**config.mk**
```make
export PLATFORM = sky130hd
export DESIGN_NAME = multi_alarm_ctrl_fsm
export DESIGN_NICKNAME = d
export VERILOG_FILES = /design/src/rtl/multi_alarm_pkg.sv /design/src/rtl/fsm_timeout_cnt.sv /design/src/rtl/multi_alarm_ctrl_fsm.sv
export SDC_FILE = /design/constraint.sdc
export NUM_CORES = 1
export LEC_CHECK = 0
export BUFFER_PORTS_ARGS = -buffer_cell sky130_fd_sc_hd__buf_2
export CAP_MARGIN = 0
export CELL_PAD_IN_SITES_DETAIL_PLACEMENT = 1
export CELL_PAD_IN_SITES_GLOBAL_PLACEMENT = 1
export CORE_MARGIN = 3
export CORE_UTILIZATION = 43
export DETAILED_ROUTE_END_ITERATION = 12
export PLACE_DENSITY_LB_ADDON = 0.1
export SKIP_CTS_REPAIR_TIMING = 1
export SLEW_MARGIN = 5
export SYNTH_ARGS = -nofsm -noshare
export SYNTH_HDL_FRONTEND = slang
export SYNTH_SLANG_ARGS = --single-unit
```
**constraint.sdc**
```tcl
create_clock -name i_clock -period 3.7 [get_ports i_clock]
set_clock_uncertainty 0.05 [all_clocks]
set_input_delay 0.185 -clock i_clock [delete_from_list [all_inputs] [get_ports i_clock]]
set_output_delay 0.185 -clock i_clock [all_outputs]
set_load 0.005 [all_outputs]
```
**src/rtl/multi_alarm_pkg.sv**
```systemverilog
// multi_alarm_pkg: state encodings and shared constants for the multi-alarm key-entry controller
package multi_alarm_pkg;
  localparam int STATE_W = 3;
  localparam logic [3:0] NOKEY_DEF = 4'd10;
  typedef enum logic [STATE_W-1:0] {
    SHOW_TIME        = 3'd0,
    KEY_ENTRY        = 3'd1,
    KEY_STORED       = 3'd2,
    SHOW_ALARM       = 3'd3,
    SET_ALARM_TIME   = 3'd4,
    SET_CURRENT_TIME = 3'd5,
    KEY_WAITED       = 3'd6
  } state_t;
endpackage

```
**src/rtl/fsm_timeout_cnt.sv**
```systemverilog
// fsm_timeout_cnt: counts one_second pulses while enabled and flags the pulse that completes the window
module fsm_timeout_cnt #(
  parameter int TIMEOUT_SECS = 10
) (
  input  logic i_clock,
  input  logic i_reset,
  input  logic i_clear,
  input  logic i_enable,
  input  logic i_one_second,
  output logic o_time_out
);
  localparam int TW = $clog2(TIMEOUT_SECS);
  localparam logic [TW-1:0] LAST = TW'(TIMEOUT_SECS - 1);
  logic [TW-1:0] r_tcnt;
  assign o_time_out = i_enable && i_one_second && (r_tcnt == LAST);
  // window restarts on any state change or outside the timed states
  always_ff @(posedge i_clock)
    if (!i_reset || i_clear || !i_enable) r_tcnt <= '0;
    else if (i_one_second) r_tcnt <= r_tcnt + 1'b1;
endmodule

```
**src/rtl/multi_alarm_ctrl_fsm.sv**
```systemverilog
// multi_alarm_ctrl_fsm: Moore key-entry/alarm controller with selectable alarm register and entry-length check
module multi_alarm_ctrl_fsm
  import multi_alarm_pkg::*;
#(
  parameter int         NUM_ALARMS   = 4,
  parameter int         TIMEOUT_SECS = 10,
  parameter int         DIGITS       = 4,
  parameter logic [3:0] NOKEY        = NOKEY_DEF,
  localparam int        IW           = (NUM_ALARMS > 1) ? $clog2(NUM_ALARMS) : 1
) (
  input  logic          i_clock,
  input  logic          i_reset,
  input  logic          i_one_second,
  input  logic [3:0]    i_key,
  input  logic          i_alarm_button,
  input  logic          i_time_button,
  input  logic          i_sel_button,
  output logic [IW-1:0] o_alarm_idx,
  output logic          o_show_new_time,
  output logic          o_show_a,
  output logic          o_load_new_a,
  output logic          o_load_new_c,
  output logic          o_reset_count,
  output logic          o_shift,
  output logic          o_entry_err
);
  localparam int DW = $clog2(DIGITS + 1);
  localparam logic [DW-1:0] D_FULL = DW'(DIGITS);
  localparam logic [IW-1:0] I_LAST = IW'(NUM_ALARMS - 1);
  state_t        r_state;
  state_t        w_next;
  logic [DW-1:0] r_dcnt;
  logic [IW-1:0] r_idx;
  logic          r_sel_d;
  logic          r_err;
  logic          w_full;
  logic          w_time_out;
  assign w_full = (r_dcnt == D_FULL);
  fsm_timeout_cnt #(.TIMEOUT_SECS(TIMEOUT_SECS)) u_tcnt (
    .i_clock      (i_clock),
    .i_reset      (i_reset),
    .i_clear      (w_next != r_state),
    .i_enable     (r_state == KEY_ENTRY || r_state == KEY_WAITED),
    .i_one_second (i_one_second),
    .o_time_out   (w_time_out)
  );
  // next-state selection; buttons outrank timeout, timeout outranks keys
  always_comb begin
    w_next = SHOW_TIME;
    case (r_state)
      SHOW_TIME:  w_next = i_alarm_button ? SHOW_ALARM : (i_key != NOKEY) ? KEY_STORED : SHOW_TIME;
      KEY_STORED: w_next = KEY_WAITED;
      KEY_WAITED: w_next = (i_key == NOKEY) ? KEY_ENTRY : w_time_out ? SHOW_TIME : KEY_WAITED;
      KEY_ENTRY:  w_next = i_alarm_button ? (w_full ? SET_ALARM_TIME : SHOW_TIME) :
                           i_time_button  ? (w_full ? SET_CURRENT_TIME : SHOW_TIME) :
                           w_time_out     ? SHOW_TIME :
                           (i_key != NOKEY && !w_full) ? KEY_STORED : KEY_ENTRY;
      SHOW_ALARM: w_next = i_alarm_button ? SHOW_ALARM : SHOW_TIME;
      default:    w_next = SHOW_TIME;
    endcase
  end
  // state, digit count, alarm selection and error pulse registers
  always_ff @(posedge i_clock)
    if (!i_reset) begin
      r_state <= SHOW_TIME;
      r_dcnt  <= '0;
      r_idx   <= '0;
      r_sel_d <= 1'b0;
      r_err   <= 1'b0;
    end else begin
      r_state <= w_next;
      r_dcnt  <= (r_state == SHOW_TIME) ? '0 : (r_state == KEY_STORED && !w_full) ? r_dcnt + 1'b1 : r_dcnt;
      r_sel_d <= i_sel_button;
      if (i_sel_button && !r_sel_d && r_state != SET_ALARM_TIME) r_idx <= (r_idx == I_LAST) ? '0 : r_idx + 1'b1;
      r_err   <= (r_state == KEY_ENTRY) && (i_alarm_button || i_time_button) && !w_full;
    end
  assign o_alarm_idx     = r_idx;
  assign o_entry_err     = r_err;
  assign o_show_new_time = (r_state == KEY_ENTRY) || (r_state == KEY_STORED) || (r_state == KEY_WAITED);
  assign o_show_a        = (r_state == SHOW_ALARM);
  assign o_load_new_a    = (r_state == SET_ALARM_TIME);
  assign o_load_new_c    = (r_state == SET_CURRENT_TIME);
  assign o_reset_count   = (r_state == SET_CURRENT_TIME);
  assign o_shift         = (r_state == KEY_STORED);
endmodule
```
==> results of run 1 <==
[kinds of logic after synthesis]
logic type,share of synthesized area [%]
AND/OR/NAND/NOR,30.8
AO/OA/AOI/OAI,20.9
flip-flops,30.2
buffers and inverters,5.40
adder cells (fa/ha/maj),6.75
XOR/XNOR,3.78
multiplexers,2.16
[through the flow]
step / instances / utilization [%]
5_1_grt: 146 / 52.6
6_report: 146 / 52.6
4_1_cts: 146 / 52.6
2_1_floorplan: 102 / -
3_3_place_gp: 142 / 50.7
3_5_place_dp: 142 / 50.7
[worst paths after layout]
check | endpoint | startpoint | depth (start not counted)
setup / recovery | o_show_new_time | r_state[1] | 3
hold / removal | r_sel_d | i_sel_button | 2
setup reg to reg | u_tcnt.r_tcnt[0] | r_state[0] | 4
hold reg to reg | r_dcnt[1] | r_dcnt[1] | 2
[synth_stat cells]
| cell | instances |
|---|---|
| a41oi_2 | 2 |
| xor2_1 | 1 |
| a21boi_1 | 1 |
| nor2_1 | 3 |
| mux2i_1 | 2 |
| and2_1 | 3 |
| nand2b_1 | 2 |
| a21o_1 | 1 |
| o21ai_0 | 2 |
| nor3b_2 | 3 |
| o2111a_1 | 1 |
| a21bo_2 | 1 |
| ha_1 | 5 |
| dfxtp_1 | 14 |
| nor2b_1 | 5 |
| o21a_1 | 3 |
| a21oi_2 | 1 |
| nand4b_1 | 1 |
| o31ai_1 | 1 |
| or2_2 | 1 |
| a21oi_1 | 6 |
| nand4bb_1 | 1 |
| buf_2 | 1 |
| buf_6 | 1 |
| o32a_1 | 1 |
| xnor2_1 | 3 |
| nor3b_1 | 2 |
| a41o_1 | 1 |
| nand2_1 | 8 |
| nor3_1 | 5 |
| o311ai_0 | 1 |
| clkbuf_1 | 1 |
| nor4b_4 | 1 |
| nand3_1 | 5 |
| and3_1 | 1 |
| buf_4 | 2 |
| and4b_1 | 1 |
| inv_1 | 4 |
| o2111ai_1 | 2 |
| nand4_1 | 2 |
[worst max-delay path: cells and delay by family (launching register included)]
kind | cells | cell delay [ps]
flops | 1 | 720
simple gates | 2 | 480
buf+inv | 1 | 130
[routing by layer]
| metal | vias up | part of all wire, % | global-route usage, % |
|---|---|---|---|
| met2 | 14 | 48 | 29.3 |
| li1 | 411 | - | - |
| met4 | 0 | 0.98 | 6.38 |
| met3 | 4 | 3.7 | 3.42 |
| met1 | 400 | 47 | 22.3 |
| met5 | - | 0 | 0 |
[registers in the layout (all words and copies together), names as in the netlist]
register / cells
r_dcnt: 3
r_state: 3
o_alarm_idx: 2
o_entry_err: 1
u_tcnt.r_tcnt: 4
r_sel_d: 1
[power breakdown]
group          switching [W]  internal (W)  leakage, nW
clock              0.0000494     0.0000599       0.0210
combinational      0.0000446     0.0000422        0.303
sequential         0.0000189      0.000159        0.114
total               0.000113      0.000261        0.438
[cell type report]
| cell class | instances | area [um2] | share of cell area (%) |
|---|---|---|---|
| timing repair buffer | 18 | 90.1 | 8.56 |
| multi-input combinational | 79 | 597 | 56.7 |
| tap | 27 | 33.8 | 3.21 |
| clock buffer | 4 | 36.3 | 3.45 |
| inverter | 4 | 15.0 | 1.43 |
| sequential | 14 | 280 | 26.6 |
==> implementation parameters, run 1 <==
Parameter                              Value

Status
  Run status    finished clean

Logic synthesis
  Seq/Total Area, Yosys    30.2%
  Area share of the largest cell type after synthesis    30.2%
  Ranking of synthesized cells by area    dfxtp_1 (30%), ha_1 (6.7%), nor3b_2 (4.0%)
  Synthesized net count    117
  Post-synthesis area per instance    9.09 um2
  Yosys warning count    0
  Number of instances in the synthesized netlist    102
  Netlist area before placement    927 um2
  Seq cells post-synth    14
  Cell type with the largest total area after synthesis    dfxtp_1
  Cell variety after synth    40

Final layout
  Filler cells    264
  Commonest non-fill, non-tap cell in the layout    buf_2
  Post-layout nets    135
  Layout cell share with drive strength beyond 1    26.1%
  Area added between synthesis and finish    13.5%
  Ant diodes    0
  Most frequent cells in the layout    buf_2 (18), dfxtp_1 (14), nand2_1 (8)
  Post-route standard cell area excluding fillers    0.00105 mm2

Detailed routing
  Detailed-route wire length    2.14 mm
  Via density    5.68
  First-pass iteration count of the detailed router    4
  Vias after detailed routing    829
  Average wire length per cell after detail routing    14.6 um
  DRC violation count after routing    0
  Remaining antenna violation count after routing    0
  Initial drt markers    13

Die
  Die extent in y    52.4 um
  # IOs    19
  FP Rows    16
  Die Width    52.4 um
  Initial core utilization    46.3%
  Die outline area    0.00275 mm2
  Floorplan Core Area    0.00200 mm2

STA
  Count of endpoints failing setup in the final report    0
  Max-slew headroom at the worst pin    59.3%
  Worst Setup Slack, final    1860 ps
  Final Cycle Share    49.7%
  Actual slew at the worst max-slew pin    610 ps
  Max Transition Viols Final    0
  Worst Hold Margin    70.9 ps
  Time the worst path needs with I/O delays and setup    1840 ps
  Setup repair after global routing missed its margin    no
  Number of hold violations in the final report    0
  Setup TNS    0 ps
  Maximum frequency from static timing analysis    544 MHz

Placed design
  Place WS    1970 ps
  Placement-stage cell area    0.00102 mm2
  I/O Buffers    18
  Weighted congestion at the end of routability-driven global placement    0.866
  Placed wire-length estimate    1.63 mm

Setup path
  Crit Path Category    flop to output port
  Critical-path cell list    nor3b_2 > or2_2 > buf_2
  Worst endpoint required time    3460 ps
  Highest-delay cell along the critical path    dfxtp_1
  Type of element launching the critical path    flop
  Largest fanout on the critical path    16
  Data arrival, critical path    1600 ps
  Kind of end point of the critical path    output port
  Maximum single-stage delay on the critical path    720 ps
  Register-to-Register Setup Slack    1930 ps

Power
  Overall power consumption    0.000374 W
  Reported leakage power    0.438 nW
  Largest voltage drop on the vdd net    0.213 mV
  Cell Pwr Density    355 mW/mm2

GRT
  Antenna violations before repair    0
  Overflow left after global routing    0
  Maximum number of pins on one net before global-route repair    17
  First-pass GRT wire length    3.62 mm
  Gr usage total    17.6%
  Vias in the first global route    823

Clocking
  Maximum clock insertion buffer count    2
  Clock latency of the later-clocked register in the worst-skew pair    280 ps
  Buffer cell driving the clock tree root    clkbuf_4
  Clock tree from TritonCTS    built
  H-tree level count    1
  Clock transition at path regs    80 ps
  Cts bufs inserted    3
  Number of sinks handled by clock tree synthesis    14

Flow run
  Maximum Capacitance Violations    0

Hold path
  Classification of the worst-slack hold path    primary input to flop
(Power assumes the default switching activity.)
==> run 2: changes to the inputs <==
--- a/config.mk
+++ b/config.mk
@@ -10,7 +10,7 @@
 export CELL_PAD_IN_SITES_DETAIL_PLACEMENT = 1
 export CELL_PAD_IN_SITES_GLOBAL_PLACEMENT = 1
 export CORE_MARGIN = 3
-export CORE_UTILIZATION = 43
+export CORE_UTILIZATION = 36
 export DETAILED_ROUTE_END_ITERATION = 12
 export PLACE_DENSITY_LB_ADDON = 0.1
 export SKIP_CTS_REPAIR_TIMING = 1
==> constraint.sdc (replaced) <==
create_clock -name i_clock -period 1.5 [get_ports i_clock]
set_clock_uncertainty 0.05 [all_clocks]
set_input_delay 0.075 -clock i_clock [delete_from_list [all_inputs] [get_ports i_clock]]
set_output_delay 0.075 -clock i_clock [all_outputs]
set_load 0.005 [all_outputs]
==> implementation parameters, run 2 (same netlist as run 1, synthesis figures left out) <==
Parameter                              Value

STA
  Setup repair after global routing missed its margin    yes
  Max Transition Viols Final    0
  Max-slew headroom at the worst pin    67.7%
  Time the worst path needs with I/O delays and setup    1510 ps
  Worst Hold Margin    71.0 ps
  Count of endpoints failing setup in the final report    3
  Number of hold violations in the final report    0
  Actual slew at the worst max-slew pin    480 ps
  Maximum frequency from static timing analysis    661 MHz
  Final Cycle Share    101%
  Worst Setup Slack, final    -12.6 ps

Placed design
  Placed cell count    155
  I/O Buffers    18
  Placed wire-length estimate    1.87 mm
  Weighted congestion at the end of routability-driven global placement    0.830
  Placement-stage cell area    0.00111 mm2
  Place WS    -31.9 ps

Setup path
  Maximum single-stage delay on the critical path    330 ps
  Type of element launching the critical path    flop
  Kind of end point of the critical path    flop
  Register-to-Register Setup Slack    -10 ps
  Critical-path cell list    inv_2 > ha_4 > nand4b_1 > o21a_1 > a21oi_4 > nor3_2
  Crit Path Category    flop to flop
  Data arrival, critical path    1630 ps
  Worst endpoint required time    1620 ps
  Highest-delay cell along the critical path    dfxtp_2
  Largest fanout on the critical path    4

Detailed routing
  First-pass iteration count of the detailed router    4
  Vias after detailed routing    893
  Via density    5.51
  Average wire length per cell after detail routing    16.7 um
  Remaining antenna violation count after routing    0
  DRC violation count after routing    0
  Initial drt markers    8
  Detailed-route wire length    2.71 mm

Power
  Reported leakage power    0.529 nW
  Cell Pwr Density    809 mW/mm2
  Largest voltage drop on the vdd net    0.482 mV

Final layout
  Ant diodes    0
  Number of flip-flops in the largest register    4
  Filler-free cell count of the finished design    162
  Area added between synthesis and finish    38.7%
  Biggest registers after layout    u_tcnt.r_tcnt x4, r_dcnt x3, r_state x3
  Layout cell share with drive strength beyond 1    49.3%
  Commonest non-fill, non-tap cell in the layout    buf_2
  Biggest register    u_tcnt.r_tcnt
  Most frequent cells in the layout    buf_2 (18), buf_4 (14), nand2_1 (8)
  Post-route standard cell area excluding fillers    0.00129 mm2
  Post-layout nets    150

GRT
  Vias in the first global route    870
  Maximum number of pins on one net before global-route repair    13
  Antenna violations before repair    0
  Gr usage total    15.6%
  First-pass GRT wire length    3.95 mm
  Overflow left after global routing    0

Status
  Run status    complete, but fails checks
  Violated checks    setup timing

Clocking
  Clock transition at path regs    100 ps
  Cts bufs inserted    3
  Number of sinks handled by clock tree synthesis    14
  Buffer cell driving the clock tree root    clkbuf_4
  Maximum clock insertion buffer count    2
  Clock tree from TritonCTS    built
  H-tree level count    1
  Clock latency of the later-clocked register in the worst-skew pair    290 ps

Die
  Initial core utilization    40.0%
  Die outline area    0.00322 mm2
  # IOs    19
  Floorplan Core Area    0.00232 mm2
  Die Width    56.8 um
  Die extent in y    56.8 um
  FP Rows    17

Flow run
  Maximum Capacitance Violations    0

Hold path
  Classification of the worst-slack hold path    primary input to flop
## run 2: cell count changes in the layout (fill, tap and decap cells not counted), moves of 2 or more
cell	previous run	this run
dfxtp_2	0	5
inv_2	0	2
ha_4	0	2
nor3_2	0	4
nor2b_1	5	3
buf_4	0	14
nor3_1	5	1
nor2b_2	0	2
inv_1	4	2
ha_1	5	3
nor3b_4	0	2
dfxtp_1	14	7
dfxtp_4	0	2
## run 2: metal layers
layer / GRT usage, % / vias up / share of wire (%)
li1: - / 436 / -
met1: 20.1 / 435 / 44
met2: 26.4 / 17 / 51
met3: 3.68 / 5 / 2.9
met4: 2.98 / 0 / 1.8
met5: 0 / - / 0
## run 2: layout make-up
type,instances,area (um2)
fill,276,1030
multi-input combinational,79,701
sequential,14,294
timing repair buffer,33,205
clock buffer,4,36.3
tap,28,35.0
inverter,4,15.0
## run 2: final timing paths
path	endpoint	startpoint	cells after the start
max reg2reg	u_tcnt.r_tcnt[1]	u_tcnt.r_tcnt[1]	6
min reg2reg	r_dcnt[1]	r_dcnt[1]	2
min	r_state[2]	i_reset	2
max	u_tcnt.r_tcnt[1]	u_tcnt.r_tcnt[1]	6
## run 2: worst max-delay path: cells and delay by family (launching register included)
family                   cells  cell delay (ps)
adder cells (fa/ha/maj)      1              120
AND/OR/NAND/NOR              2              280
AO/OA/AOI/OAI                2              550
buffers and inverters        1               60
flip-flops                   1              330
## run 2: per-stage QoR
step	utilization, %	TNS (ps)	total power (W)
after floorplan	-	0	0.000599
after global placement	47.8	0	0.000691
after detailed placement	47.8	-105	0.000699
after CTS	49.3	-366	0.000988
after global routing	55.5	-217	0.00111
final	55.5	-17.1	0.00104
## run 2: report_power, final
group	switching [W]	leakage (nW)	internal, W	total, W
registers	0.0000352	0.118	0.000395	0.000431
clock network	0.000137	0.0210	0.000148	0.000285
logic	0.000164	0.391	0.000161	0.000325
total	0.000336	0.529	0.000704	0.00104
